--- src/rtl/ib_mul_pkg.sv ---
// Shared types and constants for the multiplier MAC back end.
// Imported by the accumulation stage and its adder.
package ib_mul_pkg;

  localparam int IB_PROD_W = 16;
  localparam int ACC_W_DEF = 24;
  localparam int CNT_W_DEF = 8;

  typedef enum logic [1:0] {
    ST_IDLE = 2'd0,
    ST_ACC  = 2'd1,
    ST_HOLD = 2'd2
  } acc_state_e;

endpackage

--- src/rtl/ib_mul_acc_add.sv ---
// Accumulator adder: wide operand plus zero-extended product.
// Separate so carry-chain variants can be dropped in.
module ib_mul_acc_add
  import ib_mul_pkg::*;
#(
  parameter int ACC_W = ACC_W_DEF
) (
  input  logic [ACC_W-1:0]     i_a,
  input  logic [IB_PROD_W-1:0] i_b,
  output logic [ACC_W-1:0]     o_sum,
  output logic                 o_cout
);

  logic [ACC_W:0] wide_a;
  logic [ACC_W:0] wide_b;
  logic [ACC_W:0] wide_s;

  always_comb begin
    wide_a = {1'b0, i_a};
    wide_b = (ACC_W + 1)'(i_b);
    wide_s = wide_a + wide_b;
  end

  assign o_sum  = wide_s[ACC_W-1:0];
  assign o_cout = wide_s[ACC_W];

endmodule

--- src/rtl/ib_mul_acc.sv ---
// Packet accumulation stage: sums product beats until last,
// then holds sum, beat count and overflow until taken.
module ib_mul_acc
  import ib_mul_pkg::*;
#(
  parameter int ACC_W = ACC_W_DEF,
  parameter int CNT_W = CNT_W_DEF
) (
  input  logic                 i_clk,
  input  logic                 i_rst,
  input  logic                 i_vld,
  output logic                 o_rdy,
  input  logic [IB_PROD_W-1:0] i_prod,
  input  logic                 i_last,
  output logic                 o_vld,
  input  logic                 i_rdy,
  output logic [ACC_W-1:0]     o_acc,
  output logic [CNT_W-1:0]     o_cnt,
  output logic                 o_ovf
);

  localparam logic [CNT_W-1:0] CNT_MAX = '1;

  acc_state_e       state_q, state_d;
  logic [ACC_W-1:0] acc_q, acc_d;
  logic [CNT_W-1:0] cnt_q, cnt_d;
  logic             ovf_q, ovf_d;
  logic             vld_q, vld_d;

  logic             accept;
  logic [ACC_W-1:0] add_sum;
  logic             add_cout;

  ib_mul_acc_add #(
    .ACC_W (ACC_W)
  ) u_add (
    .i_a    (acc_q),
    .i_b    (i_prod),
    .o_sum  (add_sum),
    .o_cout (add_cout)
  );

  assign o_rdy  = !i_rst && (state_q != ST_HOLD);
  assign accept = i_vld && o_rdy;

  always_comb begin
    state_d = state_q;
    acc_d   = acc_q;
    cnt_d   = cnt_q;
    ovf_d   = ovf_q;
    unique case (state_q)
      ST_IDLE: begin
        if (accept) begin
          acc_d   = ACC_W'(i_prod);
          cnt_d   = CNT_W'(1);
          ovf_d   = 1'b0;
          state_d = i_last ? ST_HOLD : ST_ACC;
        end
      end
      ST_ACC: begin
        if (accept) begin
          acc_d   = add_sum;
          ovf_d   = ovf_q | add_cout;
          cnt_d   = (cnt_q == CNT_MAX) ? cnt_q
                                       : cnt_q + CNT_W'(1);
          state_d = i_last ? ST_HOLD : ST_ACC;
        end
      end
      ST_HOLD: begin
        if (i_rdy) begin
          acc_d   = '0;
          cnt_d   = '0;
          ovf_d   = 1'b0;
          state_d = ST_IDLE;
        end
      end
      default: begin
        acc_d   = '0;
        cnt_d   = '0;
        ovf_d   = 1'b0;
        state_d = ST_IDLE;
      end
    endcase
    vld_d = (state_d == ST_HOLD);
  end

  always_ff @(posedge i_clk) begin
    if (i_rst) begin
      state_q <= ST_IDLE;
      acc_q   <= '0;
      cnt_q   <= '0;
      ovf_q   <= 1'b0;
      vld_q   <= 1'b0;
    end else begin
      state_q <= state_d;
      acc_q   <= acc_d;
      cnt_q   <= cnt_d;
      ovf_q   <= ovf_d;
      vld_q   <= vld_d;
    end
  end

  assign o_vld = vld_q;
  assign o_acc = acc_q;
  assign o_cnt = cnt_q;
  assign o_ovf = ovf_q;

endmodule

--- config.mk ---
export PLATFORM = sky130hd
export DESIGN_NAME = ib_mul_acc
export DESIGN_NICKNAME = d
export VERILOG_FILES = /design/src/rtl/ib_mul_pkg.sv /design/src/rtl/ib_mul_acc_add.sv /design/src/rtl/ib_mul_acc.sv
export SDC_FILE = /design/constraint.sdc
export NUM_CORES = 1
export LEC_CHECK = 0
export CAP_MARGIN = 20
export CORE_UTILIZATION = 50
export CTS_BUF_LIST = sky130_fd_sc_hd__clkbuf_8 sky130_fd_sc_hd__clkbuf_16
export DETAILED_ROUTE_END_ITERATION = 16
export GPL_ROUTABILITY_DRIVEN = 0
export GPL_TIMING_DRIVEN = 0
export HOLD_SLACK_MARGIN = 0.1
export PLACE_DENSITY_LB_ADDON = 0.25
export SKIP_LAST_GASP = 1
export SYNTH_ARGS = -nofsm -noshare
export SYNTH_HDL_FRONTEND = slang
export SYNTH_SLANG_ARGS = --single-unit
--- constraint.sdc ---
create_clock -name i_clk -period 4.45 [get_ports i_clk]
set_clock_uncertainty 0.1 [all_clocks]
set_input_delay 0.89 -clock i_clk [delete_from_list [all_inputs] [get_ports i_clk]]
set_output_delay 0.89 -clock i_clk [all_outputs]
set_load 0.05 [all_outputs]
==> impl_metrics.json <==
{
  "clock_sinks": 36,
  "status": "finished, final reports clean",
  "die_h_microns": 73.70,
  "dp.cells": 454,
  "cts-htree-levels": 2,
  "reg2reg_from": "o_acc[0]",
  "postCtsSetupBuffers": 0,
  "hp-start": "o_ovf",
  "synth_nets": 372,
  "cts_buffers": 5,
  "path_class": "input port to register",
  "yosysWarnings": 0,
  "postSynthAreaPerCell_sq_um": 7.718,
  "clockBufferDepth": 2,
  "fp.dieW_microns": 73.70,
  "yosys.area.top_type": "dfxtp_1",
  "core_sq_um": 4848,
  "p_total_w": 0.0009822,
  "cp_slowest_cell": "clkdlybuf4s50_1",
  "cp.required_ns": 4.57,
  "drtAntennaViolNets": 0,
  "stdcell_count": 462,
  "peakVddDrop_v": 0.0001756,
  "rsz0062_at_grt": "no",
  "rr_worst_depth": 9,
  "clock.fmax_ghz": 0.2859,
  "r2r_end": "o_acc[20]",
  "setup_viol": 0,
  "overflow": 0,
  "syn_area_sq_um": 2570,
  "cts_root_buf": "clkbuf_8",
  "holdPathStages": 2,
  "synth_ff_type": "dfxtp_1",
  "hold_path_end": "o_ovf",
  "final_common_cell": "clkdlybuf4s50_1",
  "startpoint_type": "input port",
  "finalHoldViolCount": 0,
  "min_period_ns": 3.498,
  "port_buffers": 54,
  "critPathCaptureType": "register",
  "cts_resized": 0,
  "drc": 0,
  "slew-limit-headroom": 0.5703,
  "antenna_found_initial": 0,
  "reg2reg_slack_ns": 1.66,
  "path_max_fanout": 5,
  "fin_crit_sh": 0.7860,
  "avgViaCountPerCell": 5.931,
  "placed_area_sq_um": 3194,
  "cts_tree": "done",
  "maxCapViolCount": 0,
  "boundaryPins": 56,
  "insertion_delay_ns": 0.29,
  "cts_hold_buf": 0,
  "ys_ff_latch": 36,
  "via_count": 2740,
  "fin_nets": 433,
  "ys_types": 53,
  "async_flop_share": 0,
  "final_cell_mix": "clkdlybuf4s50_1, a21oi_1, dfxtp_1, nor2_1, nand2_1",
  "final_cell_area_sq_um": 3321,
  "crit_chain": "clkdlybuf4s50_1 -> ha_1 -> inv_1 -> fa_1 -> nor2b_1 -> o211ai_1 -> a211oi_1 -> o311ai_1 -> or3_1 -> a21oi_1",
  "dp_hpwl_microns": 5179,
  "die_area_sq_um": 5431,
  "slew_viol_final": 0,
  "fin_util": 0.6849,
  "yosysSeqAreaShare": 0.2804,
  "drive_gt1_frac": 0.06582,
  "grt_use_total": 0.2714,
  "netlist.area_leader.share": 0.2804,
  "tightest_slew_ns": 0.6346,
  "slowest_delay_ns": 0.48,
  "synthTopCellsByArea": "dfxtp_1, ha_1, a21oi_1",
  "grt_first_pass_wirelength_microns": 11390,
  "n_antenna_cell": 0,
  "rows": 25,
  "drtPass1Iterations": 4,
  "area_growth_syn_to_layout_pct": 29.21,
  "crit_arrival_ns": 3.62,
  "wl_per_cell_microns": 15.02,
  "drtIter0Drc": 169,
  "wirelength_microns": 6937,
  "grt_pass1_vias": 2538,
  "hold_path_class": "register to register",
  "grt_max_degree": 12,
  "synth-edff-count": 0,
  "fin_tns_setup_ns": 0,
  "p_leak_nw": 1.282,
  "netlist_instances": 333,
  "clk_pin_slew_ns": 0.07,
  "initial_utilization": 0.5301,
  "power_density_nw_per_um2": 295.8
}
==> registers in the layout, indices dropped and copies added (netlist names) <==
name     cells
o_cnt        8
o_ovf        1
o_acc       24
o_vld        1
state_q      2
==> per-layer routing <==
metal  part of all wire  track usage  up-vias
met1               0.44       0.3434     1242
met2               0.48       0.4608      104
li1                   -            -     1377
met4              0.020       0.1004        0
met3              0.061      0.04527       17
met5                  0            0        -
==> cell usage after synthesis (3+ instances only) <==
| cell type | instances |
|---|---|
| o31ai_1 | 7 |
| o21ai_0 | 20 |
| ha_1 | 17 |
| nand3b_1 | 5 |
| a21o_1 | 8 |
| xnor2_1 | 4 |
| o21a_1 | 3 |
| inv_1 | 7 |
| dfxtp_1 | 36 |
| clkbuf_1 | 5 |
| nand3_1 | 11 |
| and3_1 | 5 |
| a21oi_1 | 39 |
| o211ai_1 | 3 |
| nand4_1 | 4 |
| nor3_1 | 11 |
| nor2_1 | 35 |
| or3_1 | 8 |
| nand2b_1 | 4 |
| or4_1 | 3 |
| a211oi_1 | 7 |
| nand2_1 | 31 |
| mux2i_1 | 4 |
| a31oi_1 | 10 |
| buf_2 | 7 |
| xor2_1 | 5 |
==> worst max-delay path by stage <==
stage / start / endpoint / slack (ns) / depth (start not counted)
final: i_prod[0] / o_acc[20] / 0.95 / 10
after detailed placement: i_prod[0] / o_acc[20] / 0.69 / 10
after CTS: i_prod[0] / o_acc[20] / 0.97 / 10
after global routing: i_prod[0] / o_acc[20] / 0.76 / 10
after global placement: i_prod[0] / o_acc[20] / 0.76 / 10
after floorplan: i_rst / o_rdy / 1.45 / 3
==> worst max-delay path, delay by kind of cell <==
kind                     cells  cell delay (ns)
AO/OA/AOI/OAI                4             1.03
AND/OR/NAND/NOR              2             0.58
buffers and inverters        2             0.54
adder cells (fa/ha/maj)      2             0.56
==> power by group <==
group	internal (W)	switching (W)	total (W)
registers	0.000337	0.0000127	0.000350
clock network	0.000198	0.000125	0.000323
logic	0.000119	0.000191	0.000310
total	0.000653	0.000329	0.000982
==> final cells by class <==
type / instances / area, sq um
Clock buffer: 7 / 96.34
Tap cell: 67 / 83.83
Clock inverter: 1 / 30.03
Buffer: 13 / 61.31
Inverter: 7 / 26.28
Fill cell: 436 / 1528
Timing Repair Buffer: 54 / 540.5
Multi-Input combinational cell: 277 / 1762
Sequential cell: 36 / 720.7
==> cells by family (layout without fill, tap and decap cells) <==
logic type,Yosys count,after routing,synth area share
AND/OR/NAND/NOR,128,128,0.2502
AO/OA/AOI/OAI,116,116,0.2897
flip-flops,36,36,0.2804
buffers and inverters,20,82,0.03408
adder cells (fa/ha/maj),18,18,0.09055
XOR/XNOR,9,9,0.03067
multiplexers,6,6,0.02434
==> through the flow <==
step	hold WS (ns)	setup WS, ns
after floorplan	0.5568	1.447
after global placement	0.3401	0.7630
after detailed placement	0.3519	0.6850
after CTS	0.3684	0.9730
after global routing	0.3980	0.7597
final	0.3623	0.9521
(Power assumes the default switching activity.)
